--- config.mk ---
export PLATFORM = sky130hd
export DESIGN_NAME = id_ex_stage_reg
export DESIGN_NICKNAME = d
export VERILOG_FILES = /design/src/rtl/id_ex_stage_reg_pkg.sv /design/src/rtl/id_ex_stage_reg.sv
export SDC_FILE = /design/constraint.sdc
export NUM_CORES = 1
export LEC_CHECK = 0
export ABC_AREA = 1
export BUFFER_PORTS_ARGS = -buffer_cell sky130_fd_sc_hd__clkbuf_2
export CORE_UTILIZATION = 55
export DETAILED_ROUTE_END_ITERATION = 6
export MAX_ROUTING_LAYER = met4
export PLACE_DENSITY = 0.84
export SYNTH_ARGS = -nofsm -noshare
export SYNTH_HDL_FRONTEND = slang
export SYNTH_SLANG_ARGS = --single-unit
--- constraint.sdc ---
create_clock -name clk -period 2.1 [get_ports clk]
set_clock_uncertainty 0.15 [all_clocks]
set_input_delay 0.42 -clock clk [delete_from_list [all_inputs] [get_ports clk]]
set_output_delay 0.42 -clock clk [all_outputs]
set_load 0.01 [all_outputs]
--- src/rtl/id_ex_stage_reg_pkg.sv ---
// Shared widths, bundle layout, bubble constants and FSM state type for the
// decode->execute pipeline register.
package id_ex_stage_reg_pkg;

    localparam int unsigned DATA_W     = 16;
    localparam int unsigned REG_ADDR_W = 3;
    localparam int unsigned EX_W       = 6;
    localparam int unsigned MEM_W      = 4;
    localparam int unsigned WB_W       = 3;

    // MEM bundle = {memRead, memWrite, memAddress, memData}
    localparam int unsigned MEM_READ_BIT  = 3;
    localparam int unsigned MEM_WRITE_BIT = 2;
    // WB bundle = {regWrite, WBsel[1:0]}
    localparam int unsigned WB_REGWRITE_BIT = 2;

    typedef enum logic {
        NORMAL   = 1'b0,
        WAIT_IMM = 1'b1
    } stage_state_e;

    // Everything that travels from decode to execute alongside one instruction.
    typedef struct packed {
        logic [EX_W-1:0]       ex;
        logic [MEM_W-1:0]      mem;
        logic [WB_W-1:0]       wb;
        logic [DATA_W-1:0]     rs_data;
        logic [REG_ADDR_W-1:0] rd_addr;
    } issue_bundle_t;

    localparam issue_bundle_t     BUBBLE_BUNDLE = '0;
    localparam logic [DATA_W-1:0] BUBBLE_IMM    = '0;

    // Stores leave WB undefined in the control unit, so force it to zero.
    function automatic issue_bundle_t sanitize_wb(input issue_bundle_t b);
        issue_bundle_t r;
        r = b;
        if (b.mem[MEM_WRITE_BIT]) begin
            r.wb = '0;
        end
        return r;
    endfunction

endpackage

--- src/rtl/id_ex_stage_reg.sv ---
// ID/EX pipeline register with stall/kill and two-word (LDM) immediate merge:
// the opcode word parks in holding regs until the following word arrives.
module id_ex_stage_reg
    import id_ex_stage_reg_pkg::*;
(
    input  logic                  clk,
    input  logic                  rst_n,
    input  logic                  valid_in,
    input  logic [DATA_W-1:0]     instr_in,
    input  logic [EX_W-1:0]       ex_sig_in,
    input  logic [MEM_W-1:0]      mem_sig_in,
    input  logic [WB_W-1:0]       wb_sig_in,
    input  logic                  flush_in,
    input  logic [DATA_W-1:0]     rs_data_in,
    input  logic [REG_ADDR_W-1:0] rd_addr_in,
    input  logic                  stall_in,
    input  logic                  kill_in,
    output logic                  valid_out,
    output logic [EX_W-1:0]       ex_sig_out,
    output logic [MEM_W-1:0]      mem_sig_out,
    output logic [WB_W-1:0]       wb_sig_out,
    output logic [DATA_W-1:0]     rs_data_out,
    output logic [REG_ADDR_W-1:0] rd_addr_out,
    output logic [DATA_W-1:0]     imm_out,
    output logic                  imm_pending
);

    stage_state_e      state_q, state_d;
    issue_bundle_t     hold_q,  hold_d;
    issue_bundle_t     out_q,   out_d;
    logic              valid_q, valid_d;
    logic [DATA_W-1:0] imm_q,   imm_d;
    issue_bundle_t     live_c;

    assign live_c = {ex_sig_in, mem_sig_in, wb_sig_in, rs_data_in, rd_addr_in};

    // Next-state and next-output selection; kill beats stall beats normal flow.
    always_comb begin
        state_d = state_q;
        hold_d  = hold_q;
        out_d   = out_q;
        valid_d = valid_q;
        imm_d   = imm_q;

        if (kill_in) begin
            state_d = NORMAL;
            hold_d  = BUBBLE_BUNDLE;
            out_d   = BUBBLE_BUNDLE;
            valid_d = 1'b0;
            imm_d   = BUBBLE_IMM;
        end else if (!stall_in) begin
            unique case (state_q)
                NORMAL: begin
                    out_d   = BUBBLE_BUNDLE;
                    valid_d = 1'b0;
                    imm_d   = BUBBLE_IMM;
                    if (valid_in && !flush_in) begin
                        out_d   = sanitize_wb(live_c);
                        valid_d = 1'b1;
                    end else if (valid_in && flush_in) begin
                        hold_d  = live_c;
                        state_d = WAIT_IMM;
                    end
                end
                WAIT_IMM: begin
                    out_d   = BUBBLE_BUNDLE;
                    valid_d = 1'b0;
                    imm_d   = BUBBLE_IMM;
                    // This word is the immediate; its decode is meaningless.
                    if (valid_in) begin
                        out_d   = sanitize_wb(hold_q);
                        valid_d = 1'b1;
                        imm_d   = instr_in;
                        hold_d  = BUBBLE_BUNDLE;
                        state_d = NORMAL;
                    end
                end
                default: begin
                    state_d = NORMAL;
                end
            endcase
        end
    end

    always_ff @(posedge clk or negedge rst_n) begin
        if (!rst_n) begin
            state_q <= NORMAL;
            hold_q  <= BUBBLE_BUNDLE;
            out_q   <= BUBBLE_BUNDLE;
            valid_q <= 1'b0;
            imm_q   <= BUBBLE_IMM;
        end else begin
            state_q <= state_d;
            hold_q  <= hold_d;
            out_q   <= out_d;
            valid_q <= valid_d;
            imm_q   <= imm_d;
        end
    end

    assign valid_out   = valid_q;
    assign ex_sig_out  = out_q.ex;
    assign mem_sig_out = out_q.mem;
    assign wb_sig_out  = out_q.wb;
    assign rs_data_out = out_q.rs_data;
    assign rd_addr_out = out_q.rd_addr;
    assign imm_out     = imm_q;
    assign imm_pending = (state_q == WAIT_IMM);

endmodule

### Word level (Yosys, flattened, before mapping)

Index checks and enable logic that the tools add are counted.

| storage, ports and cells | value |
|---|---|
| bits in registers | 82 |
| input port bits | 54 |

| cells by class | value |
|---|---|
| equal/unequal tests | 4 |
| multiplexer cells | 28 |
| bitwise logic cells | 1 |
| reduce and logical (&&, ||, !) cells | 4 |

Operator list:

| operator | number |
|---|---|
| $mux W32 | 9 |
| $pmux W32 S2 | 2 |
| $mux W16 | 3 |
| $pmux W16 S2 | 1 |
| $mux W1 | 9 |
| $ne A3 B3 Y1 const B | 3 |
| $mux W3 | 2 |
| $pmux W1 S2 | 2 |
| $reduce_and A4 Y1 | 1 |
| $logic_and A1 B1 Y1 | 2 |
| $ne A2 B1 Y1 const B | 1 |
| $logic_not A1 Y1 | 1 |
| $not A1 Y1 | 1 |

### Longest topological paths before layout

| depth | value |
|---|---|
| depth in word-level cells | 6 |
| depth in mapped cells | 7 |

### Least setup slack after synthesis

Ideal clock, no wire load.

| timing | value |
|---|---|
| kind | register -> register |
| start | register state_q, in the netlist imm_pending |
| end | register hold_q[0] (netlist bit) |
| library setup time | 0.066 ns |
| arrival | 1.270 ns |
| data required time | 1.884 ns |
| slack | 0.615 ns |
| cell stages (with the launch flop) | 8 |
| path buffers | 2 |
| clock period less this slack | 1.485 ns |
| path through | dfrtp_1 -> buf_2 -> nand2_1 -> nand3_4 -> nand2_2 -> buf_4 -> nand2_1 -> nand2_1 |

| on the way | value |
|---|---|
| word-level cells in the longest chain between the ends | 4 |
| elaborated cells between the ends (all ways) | 8 |
| classes of those cells | eq/ne: 3; mux: 3; bitwise: 1; reduce/logical: 1 |

Ends and longest elaborated chain:

| item | RTL line | RTL |
|---|---|---|
| start: declaration | id_ex_stage_reg.sv:28 | `stage_state_e state_q, state_d;` |
| start signal: assignment | id_ex_stage_reg.sv:93 | `state_q <= state_d;` |
| $not A1 Y1 | -- |  |
| $pmux W32 S2 | id_ex_stage_reg.sv:52 | `unique case (state_q)` |
| $mux W32 | id_ex_stage_reg.sv:51 | `end else if (!stall_in) begin` |
| $mux W32 | id_ex_stage_reg.sv:45 | `if (kill_in) begin` |
| end signal: assignment | id_ex_stage_reg.sv:94 | `hold_q <= hold_d;` |
| end: declaration | id_ex_stage_reg.sv:29 | `issue_bundle_t hold_q, hold_d;` |

Several ways; a longest one is shown, not always the timed one. The select of a mux whose other input is x is not followed.
A chain may end at the register's enable or synchronous reset.

### Worst setup path after layout

| timing | value |
|---|---|
| start | register state_q, in the netlist imm_pending |
| end | register out_q (netlist bit rs_data_out[4]) |

| on the way | value |
|---|---|
| word-level cells in the longest chain between the ends | 4 |

Ends and longest elaborated chain:

| item | RTL line | RTL |
|---|---|---|
| $not A1 Y1 | -- |  |
| $pmux W32 S2 * | id_ex_stage_reg.sv:52 |  |
| $mux W32 * | id_ex_stage_reg.sv:51 |  |
| $mux W32 * | id_ex_stage_reg.sv:45 |  |
| end signal: assignment | id_ex_stage_reg.sv:95 | `out_q <= out_d;` |
| end: declaration | id_ex_stage_reg.sv:30 | `issue_bundle_t out_q, out_d;` |

Mark *: on every way between the ends. The rest lies on a longest branch, timed or not. The select of a mux whose other input is x is not followed.

==> results.yml <==
routing:
  wire_per_inst_um: 13.96
  drt_iter0_drc: 133
  ant_nets: 0
  via_per_inst: 5.362
  routed_wl_um: 8445
  vias: 3244
  drc: 0
  first_pass_iters: 6
setup_path:
  arrival_ns: 1.83
  startpoint: "imm_pending$_DFFE_PN0P_"
  crit_slowest_cell: "dfrtp_1"
  path_max_fanout: 26
  critical_path_buf_inv_count: 1
  cp_slowest_stage_delay_ns: 0.56
  worstPathCellList: "nand2_1 -> nor2_4 -> buf_4 -> nand2_1 -> nand3_1"
  cp-end-kind: "flop"
  cp_common_cell: "nand2_1"
  reg2reg_from: "imm_pending$_DFFE_PN0P_"
  cp_top_family: "simple AND/OR/NAND/NOR gates"
  r2r_slack_ns: 0.40
  start_kind: "flop"
  worstPathRequired_ns: 2.23
  critPathKind: "flop to flop"
power:
  p_sw_share_pct: 25.98
  power_density_nw_per_um2: 717.1
  intPower_mw: 2.327
  clockPowerShare_pct: 33.6
  p_comb_share_pct: 11.9
  power_leakage_nw: 2.521
  p_seq_share_pct: 54.5
  total_power_mw: 3.144
  power_switching_uw: 816.7
  peakVddDrop_uv: 465.9
cells_and_area:
  layout.cells.non_filler: 605
  final_nets: 579
  final_cell_mix: "nand2_1 (189), clkbuf_2 (102), dfrtp_1 (82)"
  final_common_cell: "nand2_1"
  syn2layout_area_growth_pct: 22.86
  n_antenna_cell: 0
  drive_above_1_share_pct: 25.85
clocking:
  cts-buffers-inserted: 9
  clk_pin_slew_ns: 0.08
  cts_tree: "done"
  cts.path.max_buffers: 2
  clock_sinks: 82
  ctsHtreeMaxLevel: 3
  cts-root-buf: "clkbuf_8"
  cts_hold_buf: 1
  postCtsSetupBuffers: 0
  insertion_delay_ns: 0.34
  cts_resized: 0
floorplanning:
  initial_core_util_pct: 58.54
  die_w_um: 82.55
  ioPinCount: 104
  die-area_um2: 6815
  rows: 28
  die_height_um: 82.55
  core_area_um2: 6096
timing:
  finalMaxSlewViolations: 0
  rsz0062_at_grt: "no"
  fmax_mhz: 588.0
  max_slew_margin_pct: 63.49
  period_minus_slack_ns: 1.701
  fin_crit_sh_pct: 80.99
  worst_pin_slew_ns: 0.5457
  setup_viol: 0
  tns_ns: 0
  finalHoldViolCount: 0
global_route:
  grt_pass1_wl_um: 13210
  grt_max_degree: 52
  first_global_vias: 2949
  grtUsageTotal_pct: 26.99
  antenna_found_initial: 0
  gr-total-overflow: 0
synthesis:
  yosysSeqAreaShare_pct: 57.50
  yosys_warnings: 0
  syn-num-nets: 476
  ys_ff_latch: 82
  synthCells: 422
  synth_top_area_share_pct: 57.50
  syn_area_um2: 3568
  yosysUniqueCellTypes: 16
  synth_top_cells_by_area: "dfrtp_1 (58%), nand2_1 (20%), nand3_1 (9.0%)"
  syn_area_per_cell_um2: 8.456
  synth_top_area_cell: "dfrtp_1"
outcome:
  run_status: "completed"
hold_path:
  min_path_type: "input port to flop"
  holdCritStartpoint: "instr_in[1]"
placed_design:
  dp_hpwl_um: 5578
  place_inst: 588
  globalplace.congestion: 0.8104
  io_buffers: 103
flow_run:
  maxCapViolCount: 0
==> synthesized netlist by cell type <==
cell type / instances
nand3_1: 64
nand3_4: 1
o21ai_0: 3
inv_2: 2
buf_1: 1
nand2_2: 1
nand4_1: 32
inv_1: 12
nor2_4: 3
buf_4: 7
nor2_2: 1
nor2_1: 8
dfrtp_1: 82
clkbuf_1: 9
nand2_1: 189
buf_2: 7
==> final cells by class <==
class                      instances  area, um^2
multi-input combinational        302        1346
inverter                          14       52.55
sequential                        82        2052
timing repair buffer             116       655.6
tap                               75       93.84
clock inverter                     1       7.507
clock buffer                      15       176.4
fill                             489        1712
==> through the flow <==
stage               instance area, um^2  setup WS [ns]  utilization [%]  hold WS [ns]
global placement                   4190         0.4872            68.74        0.2413
CTS                                4384         0.4210            71.92        0.1197
finish                             4384         0.3993            71.92        0.1260
floorplan                          3568         0.6145                -      -0.02559
detailed placement                 4190         0.4346            68.74        0.2496
global route                       4384         0.2341            71.92        0.1278
==> tightest hold or removal path, cell delays in order <==
cell and delay (ns):
clkbuf_2 0.07, nand2_1 0.04, nand2_1 0.05
==> power by group through the flow <==
stage                     logic, mW  clock network, mW  registers [mW]
after global placement        0.364                  0            1.74
after global routing          0.421               1.14            1.72
final                         0.374               1.06            1.71
after CTS                     0.378               1.08            1.71
after detailed placement      0.373                  0            1.74
after floorplan               0.183                  0            1.74
==> routing by layer <==
metal	up-vias	wire, um	global-route usage [%]
li1	1583	-	-
met1	1512	3731	33.77
met2	138	4051	44.55
met3	11	564	4.176
met4	0	98	10.00
met5	-	0	-
==> logic make-up after synthesis <==
group,after synthesis,synth area share (%)
AOI/OAI and AO/OA,3,0.4206
buffers and inverters,38,4.979
DFF,82,57.50
and+or+nand+nor,299,37.10
==> flip-flops by register name, indices dropped and copies added (netlist names) <==
name         flops
ex_sig_out       6
hold_q          32
rs_data_out     16
rd_addr_out      3
valid_out        1
imm_pending      1
imm_out         16
mem_sig_out      4
wb_sig_out       3
==> path summary, 6_finish.rpt <==
check | end | cells past startpoint
worst max-delay path | rs_data_out[4]$_DFFE_PN0P_ | 5
worst min-delay path | imm_out[1]$_DFFE_PN0P_ | 3
worst max register to register | rs_data_out[4]$_DFFE_PN0P_ | 5
worst min register to register | hold_q[31]$_DFFE_PN0P_ | 2
max in group asynchronous | hold_q[25]$_DFFE_PN0P_ | 3
min in group asynchronous | ex_sig_out[5]$_DFFE_PN0P_ | 2
No activity file was read; power rests on OpenSTA's default activity.
